**config.mk**
```make
export PLATFORM = sky130hd
export DESIGN_NAME = ultrasonic_ranger_flat
export DESIGN_NICKNAME = d
export VERILOG_FILES = /design/src/rtl/ultrasonic_pkg.sv /design/src/rtl/ultrasonic_ranger_if.sv /design/src/rtl/ultrasonic_ranger_echo_sync.sv /design/src/rtl/ultrasonic_ranger.sv /design/src/flat_wrapper.sv
export SDC_FILE = /design/constraint.sdc
export NUM_CORES = 1
export LEC_CHECK = 0
export ABC_AREA = 1
export CAP_MARGIN = 20
export CORE_MARGIN = 5
export CORE_UTILIZATION = 55
export DETAILED_ROUTE_END_ITERATION = 16
export PLACE_DENSITY = 0.73
export SLEW_MARGIN = 10
export SYNTH_ARGS = -nofsm -noshare
export SYNTH_HDL_FRONTEND = slang
export SYNTH_SLANG_ARGS = --single-unit
```
**constraint.sdc**
```tcl
create_clock -name clk -period 6.35 [get_ports clk]
set_clock_uncertainty 0.2 [all_clocks]
set_input_delay 1.27 -clock clk [delete_from_list [all_inputs] [get_ports clk]]
set_output_delay 1.27 -clock clk [all_outputs]
set_load 0.05 [all_outputs]
```
**src/rtl/ultrasonic_pkg.sv**
```systemverilog
// Shared types and constants for the HC-SR04 style ultrasonic ranger.
package ultrasonic_pkg;

  typedef enum logic [2:0] {
    IDLE,
    TRIG,
    WAIT_ECHO,
    MEASURE,
    HOLDOFF
  } ranger_state_t;

  localparam logic [2:0] DIST_NONE = 3'd0;
  localparam logic [2:0] DIST_BIN1 = 3'd1;
  localparam logic [2:0] DIST_BIN2 = 3'd2;
  localparam logic [2:0] DIST_BIN3 = 3'd3;
  localparam logic [2:0] DIST_BIN4 = 3'd4;

  localparam logic [8:0] CM_MAX = 9'd511;

  // Quantise a distance to its bin code; a timeout always maps to DIST_NONE.
  function automatic logic [2:0] cm_to_bin(input logic [8:0] cm, input logic timeout,
                                           input int th1, input int th2,
                                           input int th3, input int th4);
    int c;
    c = int'(cm);
    if (timeout)       return DIST_NONE;
    else if (c < th1)  return DIST_BIN1;
    else if (c < th2)  return DIST_BIN2;
    else if (c < th3)  return DIST_BIN3;
    else if (c < th4)  return DIST_BIN4;
    else               return DIST_NONE;
  endfunction

endpackage

```
**src/rtl/ultrasonic_ranger_if.sv**
```systemverilog
// Sensor and controller-facing signals of the ultrasonic ranger.
interface ultrasonic_ranger_if;
  logic       ctrl;
  logic       echo;
  logic       trigger;
  logic [2:0] distance_output;
  logic [8:0] distance_cm;
  logic       distance_valid;

  modport master (
    output ctrl, echo,
    input  trigger, distance_output, distance_cm, distance_valid
  );

  modport slave (
    input  ctrl, echo,
    output trigger, distance_output, distance_cm, distance_valid
  );
endinterface

```
**src/rtl/ultrasonic_ranger_echo_sync.sv**
```systemverilog
// Two-flop synchroniser for the echo line, plus a third flop for edge detection.
module echo_sync (
  input  logic clk,
  input  logic reset,
  input  logic async_in,
  output logic level,
  output logic rise,
  output logic fall
);
  logic [2:0] sync_q, sync_d;

  always_comb sync_d = {sync_q[1:0], async_in};

  always_ff @(posedge clk) begin
    if (reset) sync_q <= '0;
    else       sync_q <= sync_d;
  end

  assign level = sync_q[1];
  assign rise  = sync_q[1] & ~sync_q[2];
  assign fall  = ~sync_q[1] & sync_q[2];
endmodule

```
**src/rtl/ultrasonic_ranger.sv**
```systemverilog
// Trigger/echo sequencer: times the echo pulse in centimetres and bins the result.
module ultrasonic_ranger
  import ultrasonic_pkg::*;
#(
  parameter int TRIG_CYCLES    = 1000,
  parameter int CYCLES_PER_CM  = 5800,
  parameter int TIMEOUT_CYCLES = 3000000,
  parameter int HOLDOFF_CYCLES = 6000000,
  parameter int TH1_CM         = 10,
  parameter int TH2_CM         = 20,
  parameter int TH3_CM         = 30,
  parameter int TH4_CM         = 40
) (
  input  logic               clk,
  input  logic               reset,
  ultrasonic_ranger_if.slave rif
);
  localparam int MAX_A   = (TRIG_CYCLES > TIMEOUT_CYCLES) ? TRIG_CYCLES : TIMEOUT_CYCLES;
  localparam int MAX_CYC = (MAX_A > HOLDOFF_CYCLES) ? MAX_A : HOLDOFF_CYCLES;
  localparam int CW      = $clog2(MAX_CYC) + 1;
  localparam int SW      = $clog2(CYCLES_PER_CM) + 1;

  localparam logic [CW-1:0] TRIG_LAST = CW'(TRIG_CYCLES - 1);
  localparam logic [CW-1:0] TO_LAST   = CW'(TIMEOUT_CYCLES - 1);
  localparam logic [CW-1:0] HOLD_END  = CW'(HOLDOFF_CYCLES);
  localparam logic [SW-1:0] SUB_LAST  = SW'(CYCLES_PER_CM - 1);

  ranger_state_t state_q, state_d;
  logic [CW-1:0] cnt_q, cnt_d;
  logic [SW-1:0] sub_q, sub_d;
  logic [8:0]    cm_q, cm_d;
  logic          trigger_q, trigger_d;
  logic [2:0]    dout_q, dout_d;
  logic [8:0]    dcm_q, dcm_d;
  logic          valid_q, valid_d;

  logic       echo_lvl, echo_rise, echo_fall;
  logic       load, load_to;
  logic [8:0] load_cm;

  echo_sync u_echo_sync (
    .clk     (clk),
    .reset   (reset),
    .async_in(rif.echo),
    .level   (echo_lvl),
    .rise    (echo_rise),
    .fall    (echo_fall)
  );

  always_comb begin
    state_d = state_q;
    cnt_d   = cnt_q;
    sub_d   = sub_q;
    cm_d    = cm_q;
    dout_d  = dout_q;
    dcm_d   = dcm_q;
    valid_d = 1'b0;
    load    = 1'b0;
    load_to = 1'b0;
    load_cm = cm_q;

    case (state_q)
      IDLE: begin
        if (rif.ctrl) begin
          state_d = TRIG;
          cnt_d   = '0;
        end
      end
      TRIG: begin
        if (cnt_q == TRIG_LAST) begin
          state_d = WAIT_ECHO;
          cnt_d   = '0;
        end else begin
          cnt_d = cnt_q + 1'b1;
        end
      end
      WAIT_ECHO: begin
        // Only an edge starts a measurement, so a stale high level must fall first.
        // The rise cycle is itself the first high cycle, hence the preload of 1.
        if (echo_rise) begin
          state_d = MEASURE;
          cnt_d   = CW'(1);
          sub_d   = SW'(1);
          cm_d    = '0;
        end else if (cnt_q == TO_LAST) begin
          load    = 1'b1;
          load_to = 1'b1;
        end else begin
          cnt_d = cnt_q + 1'b1;
        end
      end
      MEASURE: begin
        if (echo_fall) begin
          load = 1'b1;
        end else if (echo_lvl) begin
          if (cnt_q == TO_LAST) begin
            load    = 1'b1;
            load_to = 1'b1;
          end else begin
            cnt_d = cnt_q + 1'b1;
            if (sub_q == SUB_LAST) begin
              sub_d = '0;
              if (cm_q != CM_MAX) cm_d = cm_q + 1'b1;
            end else begin
              sub_d = sub_q + 1'b1;
            end
          end
        end
      end
      HOLDOFF: begin
        if (cnt_q == HOLD_END) begin
          state_d = rif.ctrl ? TRIG : IDLE;
          cnt_d   = '0;
        end else begin
          cnt_d = cnt_q + 1'b1;
        end
      end
      default: begin
        state_d = IDLE;
        cnt_d   = '0;
      end
    endcase

    if (load) begin
      state_d = HOLDOFF;
      cnt_d   = '0;
      valid_d = 1'b1;
      dcm_d   = load_to ? CM_MAX : load_cm;
      dout_d  = cm_to_bin(load_cm, load_to, TH1_CM, TH2_CM, TH3_CM, TH4_CM);
    end

    // Dropping ctrl abandons the shot without touching the last published result.
    if (state_q != IDLE && !rif.ctrl) begin
      state_d = IDLE;
      cnt_d   = '0;
      valid_d = 1'b0;
      dout_d  = dout_q;
      dcm_d   = dcm_q;
    end

    trigger_d = (state_d == TRIG);
  end

  always_ff @(posedge clk) begin
    if (reset) begin
      state_q   <= IDLE;
      cnt_q     <= '0;
      sub_q     <= '0;
      cm_q      <= '0;
      trigger_q <= 1'b0;
      dout_q    <= DIST_NONE;
      dcm_q     <= '0;
      valid_q   <= 1'b0;
    end else begin
      state_q   <= state_d;
      cnt_q     <= cnt_d;
      sub_q     <= sub_d;
      cm_q      <= cm_d;
      trigger_q <= trigger_d;
      dout_q    <= dout_d;
      dcm_q     <= dcm_d;
      valid_q   <= valid_d;
    end
  end

  assign rif.trigger         = trigger_q;
  assign rif.distance_output = dout_q;
  assign rif.distance_cm     = dcm_q;
  assign rif.distance_valid  = valid_q;
endmodule

```
**src/flat_wrapper.sv**
```systemverilog
// flat-port wrapper written by rule: the top's interface ports become plain ports
module ultrasonic_ranger_flat import ultrasonic_pkg::*;
#(
  parameter int TRIG_CYCLES    = 1000,
  parameter int CYCLES_PER_CM  = 5800,
  parameter int TIMEOUT_CYCLES = 3000000,
  parameter int HOLDOFF_CYCLES = 6000000,
  parameter int TH1_CM         = 10,
  parameter int TH2_CM         = 20,
  parameter int TH3_CM         = 30,
  parameter int TH4_CM         = 40
)
  (clk, reset, rif_ctrl, rif_echo, rif_trigger, rif_distance_output, rif_distance_cm, rif_distance_valid);
  ultrasonic_ranger_if rif_i ();
  input  logic clk;
  input  logic reset;
  input wire logic [$bits(rif_i.ctrl)-1:0] rif_ctrl;
  input wire logic [$bits(rif_i.echo)-1:0] rif_echo;
  output wire logic [$bits(rif_i.trigger)-1:0] rif_trigger;
  output wire logic [$bits(rif_i.distance_output)-1:0] rif_distance_output;
  output wire logic [$bits(rif_i.distance_cm)-1:0] rif_distance_cm;
  output wire logic [$bits(rif_i.distance_valid)-1:0] rif_distance_valid;
  assign rif_i.ctrl = rif_ctrl;
  assign rif_i.echo = rif_echo;
  assign rif_trigger = rif_i.trigger;
  assign rif_distance_output = rif_i.distance_output;
  assign rif_distance_cm = rif_i.distance_cm;
  assign rif_distance_valid = rif_i.distance_valid;
  ultrasonic_ranger #(.TRIG_CYCLES(TRIG_CYCLES), .CYCLES_PER_CM(CYCLES_PER_CM), .TIMEOUT_CYCLES(TIMEOUT_CYCLES), .HOLDOFF_CYCLES(HOLDOFF_CYCLES), .TH1_CM(TH1_CM), .TH2_CM(TH2_CM), .TH3_CM(TH3_CM), .TH4_CM(TH4_CM)) u_core (.clk(clk), .reset(reset), .rif(rif_i));
endmodule
```
Yosys cells after proc, flatten, opt, wreduce, memory -nomap -nowiden
Index checks and enable logic that the tools add are counted.
- register bits after elaboration: 67
- bits in latches: 0
- bits in writable memories: 0
- memory bits (read-only): 0
- bits of input ports: 4
- output and inout port bits: 14
- logic and storage cells: 92
- memories: 0
- add/subtract/negate cells: 3
- multipliers: 0
- div/mod/pow operators: 0
- $lt $le $gt $ge: 4
- equality and inequality tests: 17
- shift operators: 0
- muxes and demuxes: 43
- bitwise gates (word level): 5
- reductions and logical operators: 11
- operators with widths (kind ; count):
    2-to-1 mux 24 bit ; 7
    case mux 24 bit (5 select lines) ; 1
    2-to-1 mux 14 bit ; 5
    2-to-1 mux 9 bit ; 7
    2-to-1 mux 3 bit ; 11
    case mux 14 bit (2 select lines) ; 1
    adder 24 x 1 -> 24 bit, second input constant ; 1
    == test 24 x 10 -> 1 bit, second input constant ; 1
    == test 24 x 22 -> 1 bit, second input constant ; 1
    == test 24 x 23 -> 1 bit, second input constant ; 1
    < comparator 9 x 5 -> 1 bit, second input constant ; 2
    case mux 9 bit (2 select lines) ; 1
    case mux 3 bit (5 select lines) ; 1
    adder 14 x 1 -> 14 bit, second input constant ; 1
    == test 14 x 13 -> 1 bit, second input constant ; 1
    adder 9 x 1 -> 9 bit, second input constant ; 1
    < comparator 9 x 4 -> 1 bit, second input constant ; 1
    < comparator 9 x 6 -> 1 bit, second input constant ; 1
    inequality test 9 bit, second input constant ; 1
    inequality test 2 bit, second input constant ; 4
    2-to-1 mux 1 bit ; 7
    AND reduction 7 bit ; 1
    == test 3 x 1 -> 1 bit, second input constant ; 2
    == test 3 x 2 -> 1 bit, second input constant ; 2
    other kinds (15) ; 21

Longest topological paths before layout
Gate-level depths: netlist of the first run.
- word-level depth: 8
- depth in mapped cells: 13
- depth with buffers taken out: 12

Cells and area by module
From an unflattened synthesis of the first run, not the netlist that was laid out.
- cell total of the unflattened synthesis: 735
- area total of the unflattened synthesis: 4449.3 um^2
- modules (own cells, without submodules) (module ; times used ; cells each ; area an instance (um^2)):
    ultrasonic_ranger ; 1 ; 723 ; 4355.4
    echo_sync ; 1 ; 12 ; 93.8

Least setup slack after synthesis of the first run
OpenSTA, ideal clock, no wires.
- kind: input-to-reg
- start: in rif_ctrl
- end: reg u_core.dcm_q[3] (netlist: u_core.rif.distance_cm[3])
- library setup time: 0.071 ns
- arrival time: 2.078 ns
- required time: 6.079 ns
- setup slack: 4.001 ns
- stages on the path: 6
- cell sequence: nor2_1 -> inv_1 -> nand2_2 -> buf_2 -> nand2_1 -> a21oi_1
- cells in the longest elaborated chain, start to end: 4
- RTL lines (what ; RTL line ; source):
    from (decl) ; flat_wrapper.sv:17 ; input wire logic [$bits(rif_i.ctrl)-1:0] rif_ctrl;
    zero test 1 bit ; ultrasonic_ranger.sv:133 ; if (state_q != IDLE && !rif.ctrl) begin
    logical AND 1 bit ; ultrasonic_ranger.sv:133 ;
    NOT 1 bit (no source line) ; n/a ;
    AND reduction 2 bit (no source line) ; n/a ;
    to (signal assigned) ; ultrasonic_ranger.sv:161 ; dcm_q <= dcm_d;
    to (decl) ; ultrasonic_ranger.sv:34 ; logic [8:0] dcm_q, dcm_d;
No other way between the ends.
A chain may end at the register's enable or synchronous reset.

Worst setup path in the final report of the first run
- start: in rif_ctrl
- end: reg u_core.cnt_q[17]
- cells in the longest elaborated chain, start to end: 3
- elaborated cells on any way between the ends: 5
- those cells by class: eq/ne: 1; reduce/logical: 4
- RTL lines (what ; RTL line ; source):
    zero test 1 bit ; ultrasonic_ranger.sv:133 ;
    logical AND 1 bit ; ultrasonic_ranger.sv:133 ;
    OR reduction 3 bit (no source line) ; n/a ;
    to (signal assigned) ; ultrasonic_ranger.sv:156 ; cnt_q <= cnt_d;
    to (decl) ; ultrasonic_ranger.sv:29 ; logic [CW-1:0] cnt_q, cnt_d;
Several ways; a longest one is shown, not always the timed one.

==> summary.txt, run 1 <==
Synth
  – Top cells by area, synth: dfxtp_1 (29%), nand2_1 (14%), nand3_1 (8.6%)
  – Most numerous cell in the Yosys netlist: nand2_1
  – Post-synth net total: 740
  – Mapped Cells: 731
  – Mapped Area: between 4000 and 5000 um^2
  – Number of synthesized flops with an enable pin: 0
  – Main synth FF type: dfxtp_1
  – Top cell type's share of synthesized area: 28.9%
  – Post-synthesis async set-or-reset flop share: 0%
  – Post-synthesis cell type count: 39
  – Synth warn: 0
  – Yosys reg bits: 67
  – Sequential fraction of the synthesis area: between 20% and 30%
  – Post-synth top cells: nand2_1 (175), nor2_1 (94), inv_1 (89), nand3_1 (80), dfxtp_1 (67)
  – Cell taking the most area after synthesis: dfxtp_1
  – Mean Syn Cell Area: 6.34 um^2

Setup path
  – CP max FO: 23
  – Setup CP Type: in -> reg
  – Crit. End Element: flip-flop
  – Crit path DAT: ~3.4 ns
  – Flop2flop setup slack: ~3.4 ns
  – Worst EP required: approximately 6.5 ns
  – Startpoint Class: input port

Placed design
  – Pre-CTS WS: roughly 2.7 ns
  – # port buffers: 17
  – Post-Place Cell Area: between 4000 and 5000 um^2
  – Gpl congestion: roughly 0.95
  – Post-DP HPWL: approximately 8600 um

Power
  – Internal power: around 620 uW
  – Max VDD drop: about 110 uV
  – Sw Share: 27.9%
  – Clock power share: 42.5%
  – Switch Pwr: roughly 240 uW
  – Pwr/cell area: 175 nW/um^2
  – Part of the power in registers: roughly 49%
  – P_leak: about 1.9 nW
  – Combinational Power Share: about 8.5%

STA
  – Final Cycle Share: 52.0%
  – RSZ-0062 raised after global routing: no
  – Setup violators final: 0
  – Max_slew headroom: between 20% and 30%
  – F_max: between 300 and 400 MHz
  – Worst Slack Setup Final: 3.05 ns
  – Setup Total Neg Slack: 0 ns
  – Fin crit period: roughly 3.3 ns
  – Hold WS: between 0.2 and 0.25 ns
  – Worst-Margin Slew: 1.08 ns
  – Final Hold Fails: 0
  – Final Slew Violations: 0

Detailed routing
  – DRT Wirelength: 11800 um
  – DRC: 0
  – Vias/cell: about 5.6
  – First-pass DRT Iterations: 5
  – Drt wl/cell: 14.0 um
  – Initial drt markers: ~360
  – Routed vias: ~4700
  – Routed Antenna Nets: 0

Clocking
  – CTS resizes: 0
  – Clock Latency Late Sink: 0.36 ns
  – Root Buffer: clkbuf_8
  – CTS tree: built
  – Hold buffers post-CTS: 0
  – H-tree levels: 3
  – CTS sink cnt: between 60 and 70
  – Total setup buffers inserted after CTS: 0
  – Clock slew at reported path FFs: about 0.080 ns
  – CTS Buf Count: 9
  – Max Root-Sink Buffers: 2

Die
  – Starting Density: between 50% and 60%
  – Die Span Y: 102 um
  – Top Ports: 18
  – Die Width: approximately 100 um
  – Rows: 33
  – Die Area: 10400 um^2
  – Core area: 8220 um^2

Final layout
  – Area delta synth->final: 6.83%
  – Final Cell Area: 4950 um^2
  – ANT cells: 0
  – Final #Nets: 742
  – Share of layout cells above drive strength 1: under 10%
  – Final Core Density: roughly three fifths

GRT
  – Largest net degree at the start of global routing: 32
  – First-pass GRT wire length: roughly 20000 um
  – Initial antenna violation count: 0
  – Vias in the first global route: between 4000 and 5000
  – Met2 GRT Util: a little over a third
  – Top Usage Layer GRT: met2
  – Met1 GRT Util: approximately 33%
  – Final global-route overflow total: 0
  – Overall Global Routing Usage: 23.8%
  – Grt met3 use: approximately 5.6%

Run
  – Max-cap violations: 0

Run status
  – Status: complete, no violations

Min path
  – Worst Hold Class: reg -> reg
-- registers in the layout, indices dropped and copies added (netlist names) --
signal	count
u_core.sub_q	14
u_core.cm_q	9
u_core.rif.distance_cm	9
u_core.cnt_q	24
u_core.u_echo_sync.sync_q	3
u_core.rif.distance_output	3
u_core.rif.distance_valid	1
u_core.rif.trigger	1
u_core.state_q	3
-- worst paths after layout --
kind	depth (start not counted)	to	from
max	12	u_core.cnt_q[17]	rif_ctrl
min	2	u_core.u_echo_sync.sync_q[1]	u_core.u_echo_sync.sync_q[0]
max reg2reg	13	u_core.cnt_q[17]	u_core.state_q[2]
min reg2reg	2	u_core.u_echo_sync.sync_q[1]	u_core.u_echo_sync.sync_q[0]
-- kinds of logic after synthesis --
kind of cell	count (synthesis)	share of synthesized area [%]
AO/OA/AOI/OAI	79	8.99
XOR/XNOR	10	1.89
adder cells (fa/ha/maj)	5	1.35
buffers and inverters	124	12.2
flip-flops	67	28.9
AND/OR/NAND/NOR	446	46.7
-- power by group through the flow --
stage,clock [mW],combinational [mW],sequential [mW]
5_1_grt,0.393,0.0805,0.425
4_1_cts,0.373,0.0723,0.425
6_report,0.368,0.0733,0.425
3_3_place_gp,0,0.0707,0.435
3_5_place_dp,0,0.0717,0.435
2_1_floorplan,0,0.0533,0.437
-- metrics by stage --
stage	std cells	total power, mW
3_5_place_dp	827	0.506
6_report	843	0.866
4_1_cts	843	0.870
2_1_floorplan	731	0.490
5_1_grt	843	0.899
3_3_place_gp	827	0.505
-- routing by layer --
metal  share of wire (%)  routed length [um]
met1                  46                5440
met2                  44                5130
met3                 8.6                1010
met4                 1.7                 204
met5                   0                   0
-- area by class of cell --
cell class | count | area [um^2]
fillers | 807 | 3270
well taps | 105 | 131
repair buffers | 19 | 185
flip-flops and latches | 67 | 1340
inverters | 96 | 363
clock buffers | 9 | 124
multi-input cells | 540 | 2730
clock inverters | 7 | 76.3
-- placed cells by master, fill, tap and decap left out, drive strengths merged --
| cell | synthesis | layout |
|---|---|---|
| clkinvlp | 0 | 2 |
| nor3 | 30 | 30 |
| nand3b | 3 | 3 |
| and3 | 1 | 1 |
| a211oi | 2 | 2 |
| o21ai | 21 | 21 |
| clkinv | 0 | 3 |
| nor3b | 6 | 6 |
| nand2 | 186 | 186 |
| ha | 5 | 5 |
| nand4 | 28 | 28 |
| nor2 | 102 | 102 |
| inv | 96 | 97 |
| buf | 19 | 2 |
| o21bai | 2 | 2 |
| xor2 | 10 | 10 |
| a21oi | 53 | 53 |
| nand3 | 89 | 89 |
| clkbuf | 9 | 9 |
| o31ai | 1 | 1 |
| dfxtp | 67 | 67 |
| clkdlybuf4s50 | 0 | 17 |
| bufinv | 0 | 1 |
| nor4 | 1 | 1 |
-- worst max-delay path, stage by stage --
cell             delay (ns)
clkdlybuf4s50_1        0.50
inv_1                  0.05
nand2_1                0.06
nand2_1                0.04
buf_4                  0.21
nor2_1                 0.60
inv_1                  0.21
nor2_1                 0.13
nand3_1                0.09
nand3_1                0.10
nand2_1                0.06
inv_1                  0.07
Note: power is estimated with default switching activity, not from simulation.
==> inputs of run 2 (changes only) <==
--- a/config.mk
+++ b/config.mk
@@ -10,7 +10,7 @@
 export CORE_MARGIN = 5
 export CORE_UTILIZATION = 55
 export DETAILED_ROUTE_END_ITERATION = 16
-export PLACE_DENSITY = 0.73
+export PLACE_DENSITY = 0.76
 export SLEW_MARGIN = 10
 export SYNTH_ARGS = -nofsm -noshare
 export SYNTH_HDL_FRONTEND = slang
==> constraint.sdc (replaced) <==
create_clock -name clk -period 2.75 [get_ports clk]
set_clock_uncertainty 0.2 [all_clocks]
set_input_delay 0.55 -clock clk [delete_from_list [all_inputs] [get_ports clk]]
set_output_delay 0.55 -clock clk [all_outputs]
set_load 0.05 [all_outputs]
==> run 2 against run 1 <==
Non-clock buffer count is 10 higher; utilization is 0.90 points higher; cell count is 1.2% higher; wire length is 0.53% higher; sequential power is 130% higher; critical path depth is 3 lower.
==> summary.txt, run 2 (same netlist as run 1, synthesis figures left out) <==
Die
  – Core area: 8220 um^2 (unchanged)
  – Die Area: 10400 um^2 (unchanged)
  – Rows: 33 (unchanged)
  – Die Span Y: 102 um (unchanged)
  – Starting Density: 56.4% (unchanged)
  – Die Width: 102 um (unchanged)
  – Top Ports: 18 (unchanged)

Power
  – Max VDD drop: 271 uV (was 105 uV)
  – Clock power share: 42.2% (was 42.5%)
  – Switch Pwr: 558 uW (was 242 uW)
  – Combinational Power Share: 9.0% (was 8.5%)
  – Power, Total: 2.01 mW (was 866 uW)
  – P_leak: 1.95 nW (was 1.90 nW)
  – Sw Share: 27.8% (was 27.9%)
  – Pwr/cell area: 400 nW/um^2 (was 175 nW/um^2)
  – Part of the power in registers: 48.8% (was 49.1%)
  – Internal power: 1.45 mW (was 624 uW)

GRT
  – Met2 GRT Util: 39.7% (was 36.6%)
  – First-pass GRT wire length: 20200 um (was 20000 um)
  – Overall Global Routing Usage: 24.2% (was 23.8%)
  – Initial antenna violation count: 0 (unchanged)
  – Top Usage Layer GRT: met2 (unchanged)
  – Grt met3 use: 3.99% (was 5.65%)
  – Vias in the first global route: 4499 (was 4301)
  – Met1 GRT Util: 30.1% (was 32.7%)
  – Largest net degree at the start of global routing: 30 (was 32)
  – Final global-route overflow total: 0 (unchanged)

Detailed routing
  – Drt wl/cell: 13.9 um (was 14.0 um)
  – DRC: 0 (unchanged)
  – Routed vias: 4797 (was 4698)
  – DRT Wirelength: 11800 um (about the same)
  – First-pass DRT Iterations: 5 (unchanged)
  – Vias/cell: 5.62 (was 5.57)
  – Initial drt markers: 262 (was 362)
  – Routed Antenna Nets: 0 (unchanged)

Final layout
  – ANT cells: 0 (unchanged)
  – Top flop regs: u_core.cnt_q x24, u_core.sub_q x14 (unchanged)
  – Final #Nets: 752 (was 742)
  – Reg with most FFs: u_core.cnt_q (unchanged)
  – Area delta synth->final: 8.43% (was 6.83%)
  – Largest register FFs: 24 (unchanged)
  – Commonest non-fill, non-tap cells in the layout: nand2_1 (175), nor2_1 (94), inv_1 (89) (unchanged)
  – Share of layout cells above drive strength 1: 10.8% (was 9.62%)
  – Final Core Density: 61.1% (was 60.2%)
  – Leading cell type in the layout, fill and taps excluded: nand2_1 (unchanged)

Clocking
  – Clock slew at reported path FFs: 0.08 ns (about the same)
  – CTS tree: built (unchanged)
  – Root Buffer: clkbuf_8 (unchanged)
  – H-tree levels: 3 (unchanged)
  – CTS resizes: 0 (unchanged)
  – Max Root-Sink Buffers: 2 (unchanged)
  – Clock Latency Late Sink: 0.36 ns (about the same)
  – CTS Buf Count: 9 (unchanged)
  – Hold buffers post-CTS: 0 (unchanged)
  – Total setup buffers inserted after CTS: 0 (unchanged)
  – CTS sink cnt: 67 (unchanged)

Setup path
  – CP max FO: 13 (was 23)
  – Worst EP required: 2.85 ns (was 6.45 ns)
  – Setup CP Type: reg -> reg (was in -> reg)
  – Crit. End Element: flip-flop (unchanged)
  – Reg-to-reg endpoint: u_core.rif.distance_output[2] (was u_core.cnt_q[17])
  – Flop2flop setup slack: 0.28 ns (was 3.43 ns)
  – Startpoint Class: flip-flop (was input port)
  – Critical Path Sink: u_core.rif.distance_output[2] (was u_core.cnt_q[17])
  – RR Startpoint: u_core.cnt_q[0] (was u_core.state_q[2])
  – Worst R2R Path Depth: 9 (was 13)
  – Worst setup path start: u_core.cnt_q[0] (was rif_ctrl)
  – Crit path DAT: 2.57 ns (was 3.40 ns)

Run status
  – Status: complete, no violations (unchanged)

STA
  – Max_slew headroom: 52.5% (was 27.4%)
  – Final Slew Violations: 0 (unchanged)
  – Worst-Margin Slew: 0.707 ns (was 1.08 ns)
  – RSZ-0062 raised after global routing: no (unchanged)
  – Final Cycle Share: 89.8%
  – Setup violators final: 0 (unchanged)
  – Final Hold Fails: 0 (unchanged)
  – F_max: 405 MHz
  – Setup Total Neg Slack: 0 ns (unchanged)
  – Fin crit period: 2.47 ns

Min path
  – Worst Hold Class: reg -> reg (unchanged)
  – Count of cells along the worst hold path: 2 (unchanged)

Run
  – Max-cap violations: 0 (unchanged)

Placed design
  – Post-DP HPWL: 8900 um (was 8610 um)
  – Gpl congestion: 0.969 (was 0.949)
  – # port buffers: 17 (unchanged)
-- run 2: changes by cell type in the layout (fill, tap and decap cells not counted), sizes merged --
cell / change
clkinv: -2
buf: +10
inv: +1
clkinvlp: +1
-- run 2: critical path, cell delays in order (launching register included) --
cell and delay [ns]:
dfxtp_1 0.42, ha_1 0.27, nand2_4 0.11, nor3_4 0.32, nand3_2 0.26, nand2_2 0.30, nand2_2 0.22, nor2_1 0.16
nand4_1 0.09, nand2_1 0.07
-- run 2: worst min-delay path by stage --
stage                                      start                            to
floorplan           u_core.u_echo_sync.sync_q[0]  u_core.u_echo_sync.sync_q[1]
global placement    u_core.u_echo_sync.sync_q[0]  u_core.u_echo_sync.sync_q[1]
detailed placement  u_core.u_echo_sync.sync_q[0]  u_core.u_echo_sync.sync_q[1]
CTS                 u_core.u_echo_sync.sync_q[0]  u_core.u_echo_sync.sync_q[1]
global route        u_core.u_echo_sync.sync_q[0]  u_core.u_echo_sync.sync_q[1]
finish              u_core.u_echo_sync.sync_q[0]  u_core.u_echo_sync.sync_q[1]
-- run 2: power groups by stage --
stage / Clock, mW / Sequential, mW / Combinational (mW)
2_1_floorplan: 0 / 1.01 / 0.123
3_3_place_gp: 0 / 1.00 / 0.176
3_5_place_dp: 0 / 1.00 / 0.177
4_1_cts: 0.866 / 0.980 / 0.178
5_1_grt: 0.922 / 0.981 / 0.197
6_report: 0.848 / 0.980 / 0.180
-- run 2: final cells by class --
cell class,instances,area (um^2)
fillers,811,3190
multi-input cells,540,2730
flip-flops and latches,67,1340
inverters,96,363
repair buffers,29,260
well taps,105,131
clock buffers,9,124
clock inverters,7,75.1
-- run 2: per-layer routing --
| layer | vias up | share of wire (%) |
|---|---|---|
| li1 | 2384 | - |
| met1 | 2199 | 42 |
| met2 | 180 | 48 |
| met3 | 34 | 6.6 |
| met4 | 0 | 3.3 |
| met5 | - | 0 |
-- run 2: metrics by stage --
stage	std cells	setup slack [ns]	cell area (um^2)	hold slack (ns)
2_1_floorplan	731	0.722	4630	0.188
3_3_place_gp	837	0.346	4820	0.206
3_5_place_dp	837	0.308	4820	0.208
4_1_cts	853	0.275	5020	0.217
5_1_grt	853	0.0723	5020	0.222
6_report	853	0.280	5020	0.214
==> inputs of run 3 (changes only) <==
--- a/config.mk
+++ b/config.mk
@@ -6,6 +6,7 @@
 export NUM_CORES = 1
 export LEC_CHECK = 0
 export ABC_AREA = 1
+export ABC_CLOCK_PERIOD_IN_PS = 2750
 export CAP_MARGIN = 20
 export CORE_MARGIN = 5
 export CORE_UTILIZATION = 55
==> results of run 3 <==
No change in the layout: final DEF, timing and power equal those of run 2.
